$ cat src/rtl/muldiv_pkg.sv
// Shared types and constants for the iterative RV32M multiply/divide unit.
package muldiv_pkg;

  localparam int XLEN = 32;

  typedef enum logic [2:0] {
    OP_MUL    = 3'b000,
    OP_MULH   = 3'b001,
    OP_MULHSU = 3'b010,
    OP_MULHU  = 3'b011,
    OP_DIV    = 3'b100,
    OP_DIVU   = 3'b101,
    OP_REM    = 3'b110,
    OP_REMU   = 3'b111
  } muldiv_op_t;

  typedef enum logic [1:0] {
    IDLE,
    CALC,
    DONE
  } muldiv_state_t;

  // funct3[2] separates the divide/remainder group from the multiplies.
  function automatic logic is_divide(input muldiv_op_t op);
    return op[2];
  endfunction

endpackage

$ cat src/rtl/muldiv_unit_operand_conditioner.sv
// Per-op sign extraction and absolute value of both operands, so the
// iterative datapath only ever works on unsigned magnitudes.
module operand_conditioner
  import muldiv_pkg::*;
#(
  parameter int XLEN = muldiv_pkg::XLEN
) (
  input  muldiv_op_t       op,
  input  logic [XLEN-1:0]  operand_a,
  input  logic [XLEN-1:0]  operand_b,
  output logic             sign_a,
  output logic             sign_b,
  output logic [XLEN-1:0]  mag_a,
  output logic [XLEN-1:0]  mag_b
);

  logic signed_a;
  logic signed_b;

  // NOTE: every always_comb output gets a value on every path; a missed
  // branch would silently infer a latch.
  always_comb begin
    signed_a = (op != OP_MULHU) && (op != OP_DIVU) && (op != OP_REMU);
    signed_b = signed_a && (op != OP_MULHSU);
    sign_a   = signed_a && operand_a[XLEN-1];
    sign_b   = signed_b && operand_b[XLEN-1];
    mag_a    = sign_a ? -operand_a : operand_a;
    mag_b    = sign_b ? -operand_b : operand_b;
  end

endmodule

$ cat src/rtl/muldiv_unit.sv
// Iterative RV32M multiply/divide: one shift-add or restoring shift-subtract
// step per cycle for XLEN cycles, then a one-cycle done/write strobe.
module muldiv_unit
  import muldiv_pkg::*;
#(
  parameter int XLEN       = muldiv_pkg::XLEN,
  parameter int REG_ADDR_W = 5
) (
  input  logic                  clk,
  input  logic                  rst,
  input  logic                  start,
  input  logic [2:0]            op,
  input  logic [XLEN-1:0]       operand_a,
  input  logic [XLEN-1:0]       operand_b,
  input  logic [REG_ADDR_W-1:0] rd_in,
  output logic                  busy,
  output logic                  done,
  output logic [XLEN-1:0]       result,
  output logic [REG_ADDR_W-1:0] rd_out
);

  localparam int CNT_W = $clog2(XLEN);

  muldiv_state_t         state, state_next;
  muldiv_op_t            op_sel, op_q;
  logic [CNT_W-1:0]      count;
  logic [2*XLEN-1:0]     acc, acc_next, product;
  logic [XLEN-1:0]       mag_a_q, mag_b_q;
  logic [REG_ADDR_W-1:0] rd_q;
  logic                  neg_q, rem_neg_q, last_iter;
  logic                  cond_sign_a, cond_sign_b;
  logic [XLEN-1:0]       cond_mag_a, cond_mag_b;
  logic [XLEN:0]         mul_sum, div_hi;
  logic [XLEN-1:0]       div_diff, quotient, remainder, final_value;
  logic                  div_fits;

  assign op_sel    = muldiv_op_t'(op);
  assign last_iter = (count == CNT_W'(XLEN - 1));
  assign busy      = (state != IDLE);
  assign done      = (state == DONE);

  operand_conditioner #(.XLEN(XLEN)) u_operand_conditioner (
    .op        (op_sel),
    .operand_a (operand_a),
    .operand_b (operand_b),
    .sign_a    (cond_sign_a),
    .sign_b    (cond_sign_b),
    .mag_a     (cond_mag_a),
    .mag_b     (cond_mag_b)
  );

  always_comb begin
    state_next = state;
    case (state)
      IDLE:    if (start) state_next = CALC;
      CALC:    if (last_iter) state_next = DONE;
      DONE:    state_next = IDLE;
      default: state_next = IDLE;
    endcase
  end

  // Multiply keeps {partial, multiplier} in acc; divide keeps {remainder, dividend/quotient}.
  always_comb begin
    mul_sum  = {1'b0, acc[2*XLEN-1:XLEN]} + (acc[0] ? {1'b0, mag_a_q} : '0);
    div_hi   = acc[2*XLEN-1:XLEN-1];
    div_fits = (div_hi >= {1'b0, mag_b_q});
    div_diff = div_hi[XLEN-1:0] - mag_b_q;
    if (is_divide(op_q))
      acc_next = {(div_fits ? div_diff : div_hi[XLEN-1:0]), acc[XLEN-2:0], div_fits};
    else
      acc_next = {mul_sum, acc[XLEN-1:1]};

    product   = neg_q ? -acc_next : acc_next;
    quotient  = (mag_b_q == '0) ? '1 :
                (neg_q ? -acc_next[XLEN-1:0] : acc_next[XLEN-1:0]);
    remainder = rem_neg_q ? -acc_next[2*XLEN-1:XLEN] : acc_next[2*XLEN-1:XLEN];

    case (op_q)
      OP_MUL:                       final_value = product[XLEN-1:0];
      OP_MULH, OP_MULHSU, OP_MULHU: final_value = product[2*XLEN-1:XLEN];
      OP_DIV, OP_DIVU:              final_value = quotient;
      default:                      final_value = remainder;
    endcase
  end

  // NOTE: sequential state uses non-blocking assignments only, so every
  // register samples pre-edge values regardless of statement order.
  always_ff @(posedge clk) begin
    if (rst) begin
      state     <= IDLE;
      op_q      <= OP_MUL;
      count     <= '0;
      acc       <= '0;
      mag_a_q   <= '0;
      mag_b_q   <= '0;
      neg_q     <= 1'b0;
      rem_neg_q <= 1'b0;
      rd_q      <= '0;
      result    <= '0;
      rd_out    <= '0;
    end else begin
      state <= state_next;
      case (state)
        IDLE: if (start) begin
          op_q      <= op_sel;
          rd_q      <= rd_in;
          mag_a_q   <= cond_mag_a;
          mag_b_q   <= cond_mag_b;
          neg_q     <= cond_sign_a ^ cond_sign_b;
          rem_neg_q <= cond_sign_a;
          count     <= '0;
          acc       <= is_divide(op_sel) ? {{XLEN{1'b0}}, cond_mag_a}
                                         : {{XLEN{1'b0}}, cond_mag_b};
        end
        CALC: begin
          acc   <= acc_next;
          count <= count + 1'b1;
          // Result is registered on the last step so it is stable throughout DONE.
          if (last_iter) begin
            result <= final_value;
            rd_out <= rd_q;
          end
        end
        default: ;
      endcase
    end
  end

endmodule

$ cat config.mk
export PLATFORM = sky130hd
export DESIGN_NAME = muldiv_unit
export DESIGN_NICKNAME = d
export VERILOG_FILES = /design/src/rtl/muldiv_pkg.sv /design/src/rtl/muldiv_unit_operand_conditioner.sv /design/src/rtl/muldiv_unit.sv
export SDC_FILE = /design/constraint.sdc
export NUM_CORES = 1
export LEC_CHECK = 0
export ABC_AREA = 1
export CAP_MARGIN = 25
export CORE_ASPECT_RATIO = 1.5
export CORE_MARGIN = 8
export CORE_UTILIZATION = 45
export CTS_CLUSTER_DIAMETER = 100
export DETAILED_ROUTE_END_ITERATION = 6
export GPL_TIMING_DRIVEN = 0
export PLACE_DENSITY = 0.66
export SLEW_MARGIN = 5
export SYNTH_ARGS = -nofsm -noshare
export SYNTH_HDL_FRONTEND = slang
export SYNTH_SLANG_ARGS = --single-unit
$ cat constraint.sdc
create_clock -name clk -period 3.85 [get_ports clk]
set_input_delay 0.9625 -clock clk [delete_from_list [all_inputs] [get_ports clk]]
set_output_delay 0.9625 -clock clk [all_outputs]
set_load 0.005 [all_outputs]
; ---- Word-level counts from Yosys, hierarchy flattened
; Cells that the tools add are included.
; Widths: inputs -> output; s select.
[word_totals]
word_cells = 69
output_inout_bits = 39
ff_bits = 182
inputBits = 75
[classes]
n_addsub = 8
n_bitwise = 1
eq_ne = 14
magnitude_cmp = 1
n_reduce_logical = 16
mux = 18
[op_table]
columns = op, n
row1 = $mux 32, 8
row2 = $mux 64, 3
row3 = $neg 32->32, 4
row4 = $pmux 64 s2, 1
row5 = $pmux 32 s3, 1
row6 = $neg 64->64, 1
row7 = $add 32x32->33, 1
row8 = $ge 33x32->1, 1
row9 = $logic_not 32->1, 1
row10 = $sub 32x32->32, 1
row11 = $pmux 5 s2, 1
row12 = $reduce_and 2->1, 4
row13 = $eq 3x2->1 const B, 2
row14 = $eq 3x3->1 const B, 2
row15 = $ne 3x2->1 const B, 2
row16 = $ne 3x3->1 const B, 2
row17 = $add 5x1->5 const B, 1
row18 = $eq 5x5->1 const B, 1
row19 = $logic_and 1x1->1, 5
row20 = $mux 5, 1
row21 = $mux 2, 2
row22 = $ne 2x2->1 const B, 2
row23 = $pmux 2 s2, 1
row24 = $reduce_bool 2->1, 2
row25 = other kinds (8), 8

; ---- Depth between registers and ports, before layout
; Gate-level depths: netlist of the first run.
[depth]
depth_word = 9
ltp_mapped = 31
depth_no_buf = 31

; ---- Cells and area by module
; Synthesis of the first run repeated with hierarchy kept, for this count alone.
[hier_totals]
hier_cells = 3390
hier_area_um2 = 18988.2
[by_module_without_submodules]
columns = module, area_each_um2, seq_area_each_um2, n_inst, cells_per_inst
row1 = muldiv_unit, 16839.9, 3643.5, 1, 2931
row2 = operand_conditioner, 2148.3, 0.0, 1, 459

; ---- Least setup slack after synthesis of the first run
; Ideal clock, no wire load.
[synth_timing]
kind = flip-flop to flip-flop
startpoint = register mag_b_q[28]
endpoint = register result[12]
t_required_ns = 3.783
setup_slack_ns = 0.485
period_less_slack_ns = 3.365
arrival_ns = 3.298
setup_time_ns = 0.067
path_stages_with_launch = 28
n_path_buf = 0
path_cell_list = dfxtp_1 -> inv_1 -> ha_1 -> nand2_1 -> inv_1 -> nand2_1 -> nand2_1 -> a21oi_1 -> nand2_2 -> nor2_8 -> nand3_2 -> o21ai_2 -> ha_1 -> nand3_1 -> inv_1 -> nand4_1 -> nor3_2 -> nand4_2 -> nor2_2 -> nand2_1 -> inv_2 -> nand4_1 -> nand2_2 -> xor2_1 -> nand2_1 -> nand2_1 -> nand2_1 -> a21oi_2
[synth_via]
elab_chain_len = 6
elab_cells_between_ends = 12
cone_classes = 3 x add/sub / 1 x order compare / 7 x mux / 1 x reduce/logical
[synth_lines]
columns = element, line
row1 = from (decl), muldiv_unit.sv:28  ; logic [XLEN-1:0] mag_a_q, mag_b_q;
row2 = from (signal assigned), muldiv_unit.sv:108  ; mag_b_q <= cond_mag_b;
row3 = $ge 33x32->1, muldiv_unit.sv:66  ; div_fits = (div_hi >= {1'b0, mag_b_q});
row4 = $mux 32 or $mux 64 (tied branches), "muldiv_unit.sv:69, muldiv_unit.sv:68"
row5 = $mux 64 or $neg 32->32 (tied branches), "muldiv_unit.sv:68, muldiv_unit.sv:75"
row6 = $neg 64->64 (tied with other cells), muldiv_unit.sv:73  ; product = neg_q ? -acc_next : acc_next;
row7 = $mux 64 (tied with other cells), muldiv_unit.sv:73
row8 = $pmux 32 s3 (*), muldiv_unit.sv:78  ; case (op_q)
row9 = to (signal assigned), muldiv_unit.sv:120  ; result <= final_value;
row10 = to (decl), muldiv_unit.sv:18  ; output logic [XLEN-1:0] result,
; Mark *: on every way between the ends. The rest lies on a longest branch, timed or not.
; A chain may end at the register's enable or synchronous reset.

; ---- Worst setup path after layout of the first run
[layout_timing]
startpoint = register acc[53]
endpoint = register result[28]
[layout_via]
elab_chain_len = 6
elab_cells_between_ends = 13
cone_classes = 5 x add/sub / 1 x order compare / 7 x mux
[layout_lines]
columns = element, line
row1 = from (decl), muldiv_unit.sv:27  ; logic [2*XLEN-1:0] acc, acc_next, product;
row2 = from (signal assigned), muldiv_unit.sv:112  ; acc <= is_divide(op_sel) ? {{XLEN{1'b0}}, cond_mag_a}
row3 = from (signal assigned), muldiv_unit.sv:116  ; acc <= acc_next;
row4 = $sub 32x32->32 or $ge 33x32->1 (tied branches), "muldiv_unit.sv:67, muldiv_unit.sv:66"
row5 = $mux 32 or $mux 64 (tied branches), "muldiv_unit.sv:69, muldiv_unit.sv:68"
row6 = $mux 64 (*), muldiv_unit.sv:68  ; if (is_divide(op_q))
row7 = $neg 64->64 (tied with other cells), muldiv_unit.sv:73
row8 = $mux 64 (tied with other cells), muldiv_unit.sv:73
row9 = $pmux 32 s3 (*), muldiv_unit.sv:78
; Marked as above.

==> out/metrics.yaml, run 1 <==
logic_synthesis:
  post_synth.cell_area_avg_sq_um: 5.645
  yosys_register_bits: 182
  yosysWarnings: 0
  synthAdderAreaFrac_pct: 5.019
  synth-xor-area-share_pct: 4.799
  synthFlopType: "dfxtp_1"
  yosysMostFrequentCell: "nand2_1"
  ys_seq_area_share_pct: 19.96
  synthTopCellsByArea: "nand2_1, dfxtp_1, inv_1"
  yosysTopAreaCell: "nand2_1"
  synth.top_cell.area_share_pct: 19.99
  muxShareOfSynthArea_pct: 0
  synthArstFlopShare_pct: 0
  synthSimpleGateAreaFrac_pct: 41.41
  netlist_instances: 3233
  yosys-top-cells-count: "nand2_1, inv_1, nor2_1, nand3_1, a21oi_1"
  syn_nets: 3380
  synth_edf_count: 0
  syn_area_sq_um: 18250
  synth_compound_area_share_pct: 15.36
  ys_types: 56
  synth_top_family_by_area: "simple AND/OR/NAND/NOR gates"
pwr:
  p_total_mw: 7.024
  power_density_nw_per_um2: 311.8
  vdd_drop_max_v: 0.0002636
  p_leak_nw: 10.92
hold_path:
  hold_path_end: "result[5]"
  hold_path_startpoint: "result[5]"
  hold_depth: 2
  min_path_type: "reg2reg"
setup_path:
  worst-setup-path-type: "reg2reg"
  r2r_end: "result[28]"
  rrSetupSlack_ns: 0.03
  crit_path_end_kind: "flop"
  r2r_start: "acc[53]"
  crit_path_start_kind: "flop"
  cp.arrival_ns: 4.13
  reg2reg_depth: 24
  crit_fanout: 6
  cp.required_ns: 4.16
global_route:
  overflow: 0
  grt_max_degree: 19
  antenna_found_initial: 2
  grt_pass1_wl_microns: 132900
  gr-usage-all-layers_pct: 37.38
  first_global_vias: 21550
cts:
  cts-hold-fix-buffers: 0
  cts_buffers: 17
  cts.sinks: 182
  clk_path_buf_depth: 2
  cts_tree: "built"
  cts_max_level: 4
  clk_pin_slew_ns: 0.08
  clk_latency_ns: 0.47
  cts-root-buf: "clkbuf_16"
sta:
  fin_crit_sh_pct: 99.17
  rsz0062_at_grt: "true"
  clock.fmax_mhz: 261.9
  fin_crit_ns: 3.818
  final-setup-viol-count: 0
  worstMarginPinSlew_ns: 1.028
  fin_ws_ns: 0.03195
  report.final.hold_viol_count: 0
  maxSlewViolCount: 0
  fin_skew_ns: 0.02110
  slew_headroom_pct: 30.73
layout:
  nFillCells: 4195
  area_growth_pct: 23.45
  drive_above_1_share_pct: 15.24
  post-route-cell-area_sq_um: 22530
  ff_latch_area_sq_um: 3777
  multi_input_area_sq_um: 13460
  nNetsFinal: 3572
  fin_util_pct: 56.20
place:
  place.gp.congestion: 1.119
  place_hpwl_microns: 74610
  placed_cell_area_sq_um: 19990
  place_worst_setup_slack_ns: -0.8853
  port_buffers: 111
routing:
  drt_pass1_iterations: 6
  detail-route-antenna-nets: 0
  drt-wirelength-per-cell_microns: 23.38
  first_iter_violations: 2471
  drc: 0
  routed_wl_microns: 92220
  vias: 22770
  viasPerCell: 5.773
status:
  status: "finished, final reports clean"
floorplanning:
  placement_rows: 90
  core_area_sq_um: 40090
  die_h_microns: 262.6
  start_util_pct: 45.52
  boundaryPins: 114
  die_x_microns: 180.4
  die_area_sq_um: 47390
run:
  cap_violations: 0
==> sequential cells by signal, indices dropped and copies added (netlist names) <==
register   cells
acc           64
count          5
mag_a_q       32
mag_b_q       32
neg_q          1
op_q           3
rd_out         5
rd_q           5
rem_neg_q      1
result        32
state          2
==> per-layer routing <==
| layer | global-route usage (%) | up-vias | share of wire [%] |
|---|---|---|---|
| met1 | 41.14 | 10480 | 36 |
| met5 | 0 | - | 0.014 |
| met3 | 5.188 | 381 | 7.3 |
| met4 | 30.40 | 2 | 9.4 |
| li1 | - | 10690 | - |
| met2 | 63.56 | 1230 | 47 |
==> cell usage in the layout (no fill, tap or decap), types with 45 or more instances in the layout <==
cell type / count
inv_2: 45
inv_1: 453
buf_4: 66
nor2_1: 302
o21ai_0: 169
dfxtp_1: 133
nand2_2: 78
a21oi_1: 168
clkdlybuf4s50_1: 110
nand3_1: 214
xor2_1: 68
nand2_1: 904
clkbuf_1: 77
nand4_1: 48
==> area by class of cell <==
class / instances / area share, %
tap: 506 / 2.810
inverter: 520 / 8.797
antenna: 1 / 0.01111
multi-input combinational: 2418 / 59.74
timing repair buffer: 174 / 7.042
sequential: 182 / 16.77
clock inverter: 14 / 0.6054
clock buffer: 18 / 1.905
buffer: 112 / 2.327
==> where the power goes <==
group	total [mW]	switching, mW	internal (mW)
combinational	3.17	2.19	0.981
clock	1.75	0.893	0.858
sequential	2.10	0.115	1.98
total	7.02	3.20	3.82
==> through the flow <==
stage,hold WS (ns),setup TNS (ns),std cells
after floorplan,0.4453,0,3233
after global placement,0.4555,-23.56,3850
after detailed placement,0.4574,-24.61,3850
after CTS,0.4694,0,3901
after global routing,0.4895,-0.7243,3944
final,0.4673,0,3945
==> kinds of logic (layout without fill, tap and decap cells) <==
kind of cell,count (synthesis),after routing
buf+inv,633,838
fa+ha+maj,72,72
flops,182,182
other cells,0,1
compound gates,499,499
simple gates,1747,1747
xor+xnor,100,100
==> worst max-delay path: stages, from the launching register on <==
cell      delay (ns)
dfxtp_4         0.40
ha_4            0.28
nand2_1         0.07
nand2_1         0.11
a21oi_2         0.25
a21oi_4         0.12
nor2_8          0.18
nand3_4         0.11
o21ai_4         0.11
ha_4            0.18
nand3_4         0.08
inv_2           0.07
nand4_1         0.13
nor3_2          0.31
nand4_2         0.17
nor2_2          0.15
nand2_2         0.13
inv_4           0.11
nand4_1         0.10
nand2_2         0.15
nand3b_1        0.10
nand3_1         0.09
nand2_1         0.07
nand2_1         0.11
a21oi_1         0.06
==> worst max path at each step <==
stage | to | slack (ns) | start | depth (start not counted)
after global routing | result[30] | -0.12 | mag_b_q[8] | 31
after global placement | result[26] | -0.89 | acc[47] | 27
after floorplan | result[12] | 0.49 | mag_b_q[28] | 27
after CTS | result[27] | 0.004 | acc[0] | 22
final | result[28] | 0.03 | acc[53] | 24
after detailed placement | result[26] | -0.89 | acc[47] | 27
==> repair_timing <==
action,in CTS,in global routing
buffers inserted,20,43
pin swaps,14,49
endpoints found under the hold margin,0,0
endpoints found under the setup margin,30,45
gates resized for setup,174,241
No activity file was read; power rests on OpenSTA's default activity.
==> run 2: changes to the inputs <==
--- a/config.mk
+++ b/config.mk
@@ -6,7 +6,6 @@
 export NUM_CORES = 1
 export LEC_CHECK = 0
 export ABC_AREA = 1
-export CAP_MARGIN = 25
 export CORE_ASPECT_RATIO = 1.5
 export CORE_MARGIN = 8
 export CORE_UTILIZATION = 45
@@ -17,4 +16,5 @@
 export SLEW_MARGIN = 5
 export SYNTH_ARGS = -nofsm -noshare
 export SYNTH_HDL_FRONTEND = slang
+export SYNTH_HIERARCHICAL = 1
 export SYNTH_SLANG_ARGS = --single-unit
==> out/metrics.yaml, run 2 <==
cts:
  cts_max_level: 4  # unchanged
  cts-root-buf: "clkbuf_16"
  clk_path_buf_depth: 2  # unchanged
  clk_pin_slew_ns: 0.09  # about the same
  clk_latency_ns: 0.48  # about the same
  cts-hold-fix-buffers: 0  # unchanged
  cts_tree: "built"
  cts.sinks: 182  # unchanged
  cts_buffers: 17  # unchanged
sta:
  clock.fmax_mhz: 264.9  # +1.1%
  fin_crit_ns: 3.775  # -0.04288 ns
  maxSlewViolCount: 0  # unchanged
  fin_skew_ns: 0.02651  # +0.005414 ns
  worstMarginPinSlew_ns: 0.9128  # -0.1154 ns
  rsz0062_at_grt: "true"
  report.final.hold_viol_count: 0  # unchanged
  slew_headroom_pct: 39.15  # +8.4 points
  fin_crit_sh_pct: 98.06  # -1.1 points
  setup_tns_ns: 0  # unchanged
  final-setup-viol-count: 0  # unchanged
floorplanning:
  start_util_pct: 45.32  # -0.21 points
  die_area_sq_um: 49160  # +3.7%
  die_x_microns: 183.7  # +1.8%
  core_area_sq_um: 41900  # +4.5%
  boundaryPins: 114  # unchanged
  die_h_microns: 267.6  # +1.9%
  placement_rows: 92  # +2.2%
routing:
  dr.max_layer_used: "met4"
  drt_pass1_iterations: 5  # -1
  detail-route-antenna-nets: 0  # unchanged
  routed_wl_microns: 85770  # -7.0%
  drt-wirelength-per-cell_microns: 20.57  # -12%
  viasPerCell: 5.484  # -5.0%
  wl_met2_microns: 40530  # -6.9%
  vias: 22860  # +0.39%
  drc: 0  # unchanged
  wl_met3_microns: 5048  # -25%
  first_iter_violations: 1963  # -21%
  wl_met1_microns: 32580  # -2.1%
pwr:
  power_density_nw_per_um2: 315.6  # +1.2%
  comb_power_share_pct: 45.3  # about the same
  p_sw_mw: 3.353  # +4.7%
  p_sw_share_pct: 45.55  # about the same
  vdd_drop_max_v: 0.0002642  # +0.22%
  clkPwrFrac_pct: 26.6  # +1.7 points
  seqPwrFrac_pct: 28.2  # -1.7 points
  internal-power_mw: 4.007  # +4.8%
  p_leak_nw: 11.14  # +2.0%
logic_synthesis:
  yosys-top-cells-count: "nand2_1, inv_1, nor2_1, nand3_1"
  synthArstFlopShare_pct: 0  # unchanged
  synth_edf_count: 0  # unchanged
  syn_nets: 3537  # +4.6%
  post_synth.cell_area_avg_sq_um: 5.601  # -0.77%
  synthFlopType: "dfxtp_1"
  synthTopCellsByArea: "nand2_1, dfxtp_1, inv_1"
  yosys_register_bits: 182  # unchanged
  ys_types: 55  # -1.8%
  netlist_instances: 3390  # +4.9%
  synth.top_cell.area_share_pct: 22.00  # +2.0 points
  ys_seq_area_share_pct: 19.19  # -0.78 points
  syn_area_sq_um: 18990  # +4.0%
  yosysWarnings: 6  # +6
  yosysTopAreaCell: "nand2_1"
  yosysMostFrequentCell: "nand2_1"
layout:
  nNetsFinal: 3738  # +4.6%
  nFillCells: 4516  # +7.7%
  layout_commonest_cell: "nand2_1"
  top_register: "acc"
  largest_reg_flops: 64  # unchanged
  instances_no_fill: 4169  # +5.7%
  final_cell_mix: "nand2_1, inv_1, nor2_1"
  drive_above_1_share_pct: 16.04  # +0.80 points
  area_growth_pct: 22.80
setup_path:
  crit_path_start_kind: "flop"
  r2r_start: "mag_b_q[24]"
  path_common_cell: "nor2_4"
  reg2reg_depth: 28  # +17%
  crit_fanout: 6  # unchanged
  cp.required_ns: 4.27  # +0.11 ns
  cp_slowest_cell: "dfxtp_2"
  cp.arrival_ns: 4.19  # +0.06 ns
  r2r_end: "result[22]"
  critPathMaxStageDelay_ns: 0.35  # -0.05 ns
  worst-setup-path-type: "reg2reg"
  rrSetupSlack_ns: 0.07  # +0.04 ns
  crit_path_end_kind: "flop"
place:
  place_hpwl_microns: 68570  # -8.1%
  place.gp.congestion: 1.053  # -5.9%
  post-place-cells: 4067  # +5.6%
  port_buffers: 113  # +1.8%
global_route:
  first_global_vias: 21660  # +0.50%
  overflow: 0  # unchanged
  grt_pass1_wl_microns: 127000  # -4.5%
  grt_max_degree: 24  # +5
  gr-usage-all-layers_pct: 34.26  # -3.1 points
  antenna_found_initial: 0  # -2
hold_path:
  hold_path_end: "result[24]"
  hold_depth: 2  # unchanged
  min_path_type: "reg2reg"
  hold_path_startpoint: "result[24]"
run:
  cap_violations: 0  # unchanged
status:
  status: "finished, final reports clean"
==> run 2: cell types whose count changed after synthesis, moves of 12 or more <==
cell,previous run,this run
or2_2,8,36
nor2_1,327,387
o21ai_1,17,29
nand2_1,972,1113
xor2_1,70,42
mux2i_1,0,19
inv_1,486,435
o221ai_1,2,21
nand3_1,239,254
nand4_1,48,27
nand2_2,23,39
==> run 2: final cells by class <==
type | count | area, sq um | share of cell area [%]
buffer | 115 | 611.8 | 2.624
antenna | 1 | 2.502 | 0.01073
inverter | 453 | 1745 | 7.485
clock inverter | 15 | 229.0 | 0.9820
clock buffer | 17 | 425.4 | 1.824
multi-input combinational | 2639 | 14130 | 60.59
tap | 564 | 705.7 | 3.026
timing repair buffer | 183 | 1693 | 7.260
sequential | 182 | 3776 | 16.19
==> run 2: cell families (layout without fill, tap and decap cells) <==
logic type                 Yosys count  after routing  share of synthesized area, %
and+or+nand+nor                   1987           1987                         45.03
buffers and inverters              569            783                         12.14
AOI/OAI and AO/OA                  490            490                         14.50
DFF                                182            182                         19.19
adders and majority gates           72             72                         4.823
xor gates and xnor gates            71             71                         3.314
muxes                               19             19                         1.002
other                                0              1                             0
==> run 2: how the worst max path moves through the flow <==
stage	startpoint	endpoint	cells after the start
final	mag_b_q[24]	result[22]	28
after global routing	acc[35]	result[28]	32
after CTS	mag_b_q[26]	result[30]	28
after detailed placement	acc[44]	result[30]	27
after global placement	acc[44]	result[30]	27
after floorplan	mag_b_q[24]	result[30]	26
==> run 2: stage by stage <==
step                power (mW)  setup slack (ns)  utilization (%)  cell area (sq um)  hold WS, ns
finish                   7.360           0.07483            55.65              23320       0.4683
global route             7.730           -0.1253            55.64              23310       0.4919
CTS                      7.049          -0.06739            53.67              22490       0.4679
detailed placement       4.961            -1.143            49.70              20830       0.4557
global placement         4.952            -1.177            49.70              20830       0.4539
floorplan                4.043            0.2171                -              18990       0.4453
==> run 2: worst max-delay path: cells and delay by family, from the launching register on <==
family	cells	cell delay, ns
buf+inv	2	0.14
fa+ha+maj	2	0.42
flops	1	0.35
simple gates	19	2.03
compound gates	5	0.77
==> run 2: what timing repair did <==
| action | CTS | global route |
|---|---|---|
| buffers inserted | 39 | 31 |
| resized for setup | 193 | 180 |
| endpoints found under the setup margin | 28 | 31 |
| pin swaps | 31 | 75 |
==> run 2: power by group through the flow <==
stage / Clock (mW) / Combinational, mW / Sequential, mW
floorplan: 0 / 1.96 / 2.08
global placement: 0 / 2.84 / 2.11
detailed placement: 0 / 2.85 / 2.11
CTS: 1.96 / 3.02 / 2.07
global route: 2.04 / 3.60 / 2.09
finish: 1.95 / 3.33 / 2.07
==> run 2: per-layer routing <==
metal | GRT usage, % | vias to the layer above
met4 | 25.38 | 0
met2 | 58.85 | 954
li1 | - | 11210
met5 | 0 | -
met1 | 38.38 | 10420
met3 | 4.344 | 285
==> run 3: changes to the inputs <==
--- a/config.mk
+++ b/config.mk
@@ -16,5 +16,5 @@
 export SLEW_MARGIN = 5
 export SYNTH_ARGS = -nofsm -noshare
 export SYNTH_HDL_FRONTEND = slang
-export SYNTH_HIERARCHICAL = 1
 export SYNTH_SLANG_ARGS = --single-unit
+export TNS_END_PERCENT = 1
==> out/metrics.yaml, run 3 (synthesized netlist as in run 1, its figures left out) <==
global_route:
  grt_pass1_wl_microns: 132000  # +3.9%
  overflow: 0  # unchanged
  antenna_found_initial: 2  # +2
  grt_max_degree: 19  # -21%
  first_global_vias: 21500  # -0.75%
  gr-usage-all-layers_pct: 36.99  # +2.7 points
place:
  place_hpwl_microns: 74610  # +8.8%
  port_buffers: 111  # -1.8%
  place.gp.congestion: 1.119  # +6.2%
  placed_cell_area_sq_um: 19990  # -4.0%
sta:
  holdWs_ns: 0.4678  # -0.0004240 ns
  setup_tns_ns: -0.7877  # -0.7877 ns
  fin_crit_sh_pct: 103.0  # +4.9 points
  clock.fmax_mhz: 252.2  # -4.8%
  worstMarginPinSlew_ns: 1.048  # +0.1354 ns
  rsz0062_at_grt: "true"
  slew_headroom_pct: 29.48  # -9.7 points
  fin_skew_ns: 0.01834  # -0.008168 ns
  fin_ws_ns: -0.1156  # -0.1905 ns
  maxSlewViolCount: 0  # unchanged
  report.final.hold_viol_count: 0  # unchanged
  final-setup-viol-count: 13  # +13
  fin_crit_ns: 3.966  # +0.1905 ns
layout:
  final_cell_mix: "nand2_1, inv_1, nor2_1"
  top_register: "acc"
  drive_above_1_share_pct: 10.70  # -5.3 points
  nNetsFinal: 3527  # -5.6%
  layout_commonest_cell: "nand2_1"
  diodes: 0  # -1
  post-route-cell-area_sq_um: 21560  # -7.6%
  area_growth_pct: 18.11
  largest_reg_flops: 64  # unchanged
routing:
  detail-route-antenna-nets: 0  # unchanged
  routed_wl_microns: 90190  # +5.2%
  drt-wirelength-per-cell_microns: 23.13  # +12%
  drc: 0  # unchanged
  first_iter_violations: 2191  # +12%
  viasPerCell: 5.771  # +5.2%
  vias: 22500  # -1.6%
  drt_pass1_iterations: 6  # +1
setup_path:
  crit_path_end_kind: "flop"
  cp.required_ns: 4.17  # -0.10 ns
  cp.arrival_ns: 4.28  # +0.09 ns
  cp_slowest_cell: "dfxtp_2"
  r2r_start: "mag_b_q[14]"
  r2r_end: "result[28]"
  crit_fanout: 7  # +1
  path_common_cell: "nand2_1"
  critPathMaxStageDelay_ns: 0.34  # about the same
  rrSetupSlack_ns: -0.12  # -0.19 ns
  critPathBufInv: 4  # +2
  crit_path_start_kind: "flop"
  reg2reg_depth: 28  # unchanged
  worst-setup-path-type: "reg2reg"
  critical-path-top-delay-family: "simple AND/OR/NAND/NOR gates"
pwr:
  vdd_drop_max_v: 0.0002661  # +0.72%
  p_leak_nw: 10.60  # -4.8%
  p_total_mw: 6.839  # -7.1%
  power_density_nw_per_um2: 317.3  # +0.52%
hold_path:
  hold_path_end: "result[4]"
  hold_path_startpoint: "result[4]"
  min_path_type: "reg2reg"
  hold_depth: 2  # unchanged
floorplanning:
  die_h_microns: 262.6  # -1.8%
  placement_rows: 90  # -2.2%
  die_area_sq_um: 47390  # -3.6%
  start_util_pct: 45.52  # +0.21 points
  boundaryPins: 114  # unchanged
  die_x_microns: 180.4  # -1.8%
  core_area_sq_um: 40090  # -4.3%
cts:
  cts-root-buf: "clkbuf_16"
  cts_max_level: 4  # unchanged
  clk_pin_slew_ns: 0.08  # about the same
  cts_tree: "built"
  cts.sinks: 182  # unchanged
  cts_buffers: 17  # unchanged
  clk_latency_ns: 0.47  # about the same
  clk_path_buf_depth: 2  # unchanged
status:
  violations: "setup timing"
  status: "complete, but fails checks"
run:
  cap_violations: 0  # unchanged
run 3: worst max path at each step:
stage	from	endpoint	slack [ns]	cells after the start
floorplan	mag_b_q[28]	result[12]	0.49	27
global placement	acc[47]	result[26]	-0.89	27
detailed placement	acc[47]	result[26]	-0.89	27
CTS	acc[0]	result[29]	-0.04	24
global route	acc[41]	result[30]	-0.32	28
finish	mag_b_q[14]	result[28]	-0.12	28
run 3: where the power goes:
part / internal (mW) / switching, mW / total, mW / leakage, nW
clock network: 0.857 / 0.893 / 1.75 / 0.268
registers: 1.99 / 0.110 / 2.10 / 1.51
logic: 0.885 / 2.10 / 2.99 / 8.82
total: 3.73 / 3.11 / 6.84 / 10.6
run 3: worst reg2reg max path, delay by kind of cell, from the launching register on:
kind,cells,cell delay (ns)
fa+ha+maj,2,0.42
flops,1,0.34
compound gates,3,0.42
buf+inv,4,0.47
simple gates,19,2.18
run 3: per-layer routing:
| metal | track usage (%) | vias to the layer above | part of all wire (%) |
|---|---|---|---|
| met2 | 63.27 | 1194 | 47 |
| met1 | 40.34 | 10370 | 36 |
| met5 | 0 | - | 0.010 |
| li1 | - | 10580 | - |
| met4 | 29.35 | 2 | 9.3 |
| met3 | 5.700 | 360 | 7.3 |
run 3: through the flow:
stage               util (%)  worst slack, ns  std cells
floorplan                  -           0.4852       3233
global placement       49.88          -0.8852       3850
detailed placement     49.88          -0.8853       3850
CTS                    52.92         -0.04164       3891
global route           53.77          -0.3152       3899
finish                 53.77          -0.1156       3899
run 3: repair_timing:
| item | CTS | global route |
|---|---|---|
| pin swaps | 7 | 6 |
| setup buffers | 10 | 8 |
| hold buffers | 0 | 0 |
| setup endpoints to repair | 30 | 45 |
| gates resized for setup | 150 | 81 |
run 3: area by class of cell:
class                      count  area [sq um]
clock inverter                14         136.4
timing repair buffer         129          1249
clock buffer                  18         429.2
tap                          506         633.1
inverter                     520          1952
buffer                       112         514.2
fill                        4282         18530
multi-input combinational   2418         12920
sequential                   182          3726
==> variant, RTL diff (settings of run 1) <==
Put a register stage on the outputs `busy` and `done`, with the module's reset. The values now appear one clock later. The other outputs are not delayed to match. Comments in the files are not updated.
--- a/src/rtl/muldiv_unit.sv
+++ b/src/rtl/muldiv_unit.sv
@@ -38,4 +38,11 @@
   assign last_iter = (count == CNT_W'(XLEN - 1));
-  assign busy      = (state != IDLE);
-  assign done      = (state == DONE);
+  always_ff @(posedge clk) begin
+    if (rst) begin
+      busy <= '0;
+      done <= '0;
+    end else begin
+      busy <= (state != IDLE);
+      done <= (state == DONE);
+    end
+  end
 
Check against the original RTL: not equivalent (a bounded check fails within 4 cycles, from zero or initial values and one cycle with rst high).
==> variant against run 1 <==
The flow now finishes with violations (setup timing). Critical path depth is 4 higher. Utilization increased by 0.27 points. Worst setup slack worse by 0.36 ns. Design area grew 0.76%. First-iteration DRC count rose by 20%. Power grew 3.1%. Sequential cell count grew 2. Wire length up 2.7%. Synthesized area increased by 0.43%. Synthesized cell count grew 2.2%. Critical endpoint is now result[6].
==> variant: results (changes against run 1) <==
pre-CTS WS -1.42 ns (-0.531 ns); Clock Latency Late Sink 0.47 ns (about the same); Inserted Clock Buffers 17 (unchanged); first-pass GRT wire length 136000 µm (+2.1%); port bufs 112 (+0.90%); met2 GRT Util 61.9% (-1.7 points); ys flop type dfxtp_1; post-synth net total 3452 (+2.1%); Overall Global Routing Usage 38.2% (+0.87 points); NumNets Final 3644 (+2.0%); Final Setup Violations 18 (+18); commonest cells in the netlist nand2_1, inv_1, nor2_1; DRT Pass-1 Iters 6 (unchanged); largest register by flop count acc; met1 Usage GRT 42.6% (+1.4 points); layout cell share with drive strength beyond 1 14.9% (-0.34 points); leakage 10.8 nW (-0.66%); register area share after synthesis 20.1% (+0.13 points); Via density 5.83 (+0.93%); CP max stage cell dfxtp_1; top cells by area, synth nand2_1, dfxtp_1, inv_1; max cap viols 0 (unchanged); CP Data Arrival Time 4.57 ns (+0.44 ns); DP HPWL 75800 µm (+1.6%); initial antenna violation count 2 (unchanged); failing checks setup timing; crit path max fanout 6 (unchanged); GR met3 Demand/Resource 7.61% (+2.4 points); Hold Path Class reg2reg; Synth warnings 0 (unchanged); vias in the first global route 21.9k (+1.6%); crit-path max cell delay 0.32 ns (-0.08 ns); largest net degree at the start of global routing 21 (+2); final setup margin -0.327 ns (-0.359 ns); clk_skew 0.0174 ns (-0.00367 ns); routed len/inst 23.6 µm (+0.82%); routability cong. 1.11 (-1.1%); CTS root buf clkbuf_16; worst rel slew slack 33.0% (+2.3 points); Peak VDD IR 280 µV (+6.3%); H-Tree Level Count 4 (unchanged); Post-synth ARST share 0% (unchanged); Clock Tree Buf Depth 2 (unchanged); clock slew at reported path FFs 0.08 ns (about the same); max reg flops 64 (unchanged); status complete, but fails checks; DRT iter0 DRCs 2963 (+20%); Yosys cell types 52 (-7.1%)
## variant: power breakdown
part | switching [mW] | internal (mW)
clock | 0.956 | 0.964
sequential | 0.0961 | 2.01
combinational | 2.22 | 0.988
## variant: path summary, 6_finish.rpt
| check | slack (ns) | start | endpoint | cells after the start |
|---|---|---|---|---|
| hold reg to reg | 0.46 | state[0] | done | 1 |
| hold / removal | 0.46 | state[0] | done | 1 |
| setup reg to reg | -0.33 | mag_b_q[19] | result[6] | 28 |
| setup / recovery | -0.33 | mag_b_q[19] | result[6] | 28 |
## variant: cell families after synthesis
kind of cell	share of synthesized area, %
flops	20.1
buf+inv	13.0
fa+ha+maj	5.00
xor+xnor	5.07
simple gates	41.2
compound gates	15.7
## variant: critical path: cells and delay by family (launching register included)
| family | cells | cell delay (ns) |
|---|---|---|
| compound gates | 3 | 0.43 |
| xor+xnor | 1 | 0.18 |
| fa+ha+maj | 2 | 0.43 |
| buf+inv | 4 | 0.38 |
| flops | 1 | 0.32 |
| simple gates | 18 | 2.38 |
## variant: layout make-up
class | instances | area, µm²
clock buffer | 18 | 439
inverter | 496 | 1900
sequential | 184 | 3790
buffer | 117 | 539
multi-input combinational | 2507 | 13600
fill | 4191 | 17500
tap | 506 | 633
timing repair buffer | 174 | 1590
clock inverter | 14 | 191
antenna | 1 | 2.50
## variant: repair_timing
action / in CTS / in global routing
hold buffers: 0 / 0
setup endpoints to repair: 36 / 40
pin swaps: 35 / 53
setup buffers: 37 / 23
gates resized for setup: 254 / 196
## variant: per-layer routing
metal	share of wire, %	routed length [µm]	vias up
met5	0.015	14	-
met4	10	9770	2
met3	8.8	8290	431
met2	45	42500	1399
met1	36	34100	10700
li1	-	-	10900
## variant: metrics by stage
| stage | total power [mW] | std cells | hold WS (ns) | TNS (ns) | area [µm²] |
|---|---|---|---|---|---|
| CTS | 6.96 | 3992 | 0.458 | -2.33 | 21900 |
| floorplan | 3.88 | 3305 | 0.422 | 0 | 18300 |
| global placement | 4.84 | 3923 | 0.434 | -42.93 | 20100 |
| finish | 7.24 | 4017 | 0.463 | -4.51 | 22700 |
| detailed placement | 4.87 | 3924 | 0.449 | -45.79 | 20100 |
| global route | 7.53 | 4016 | 0.489 | -6.74 | 22700 |
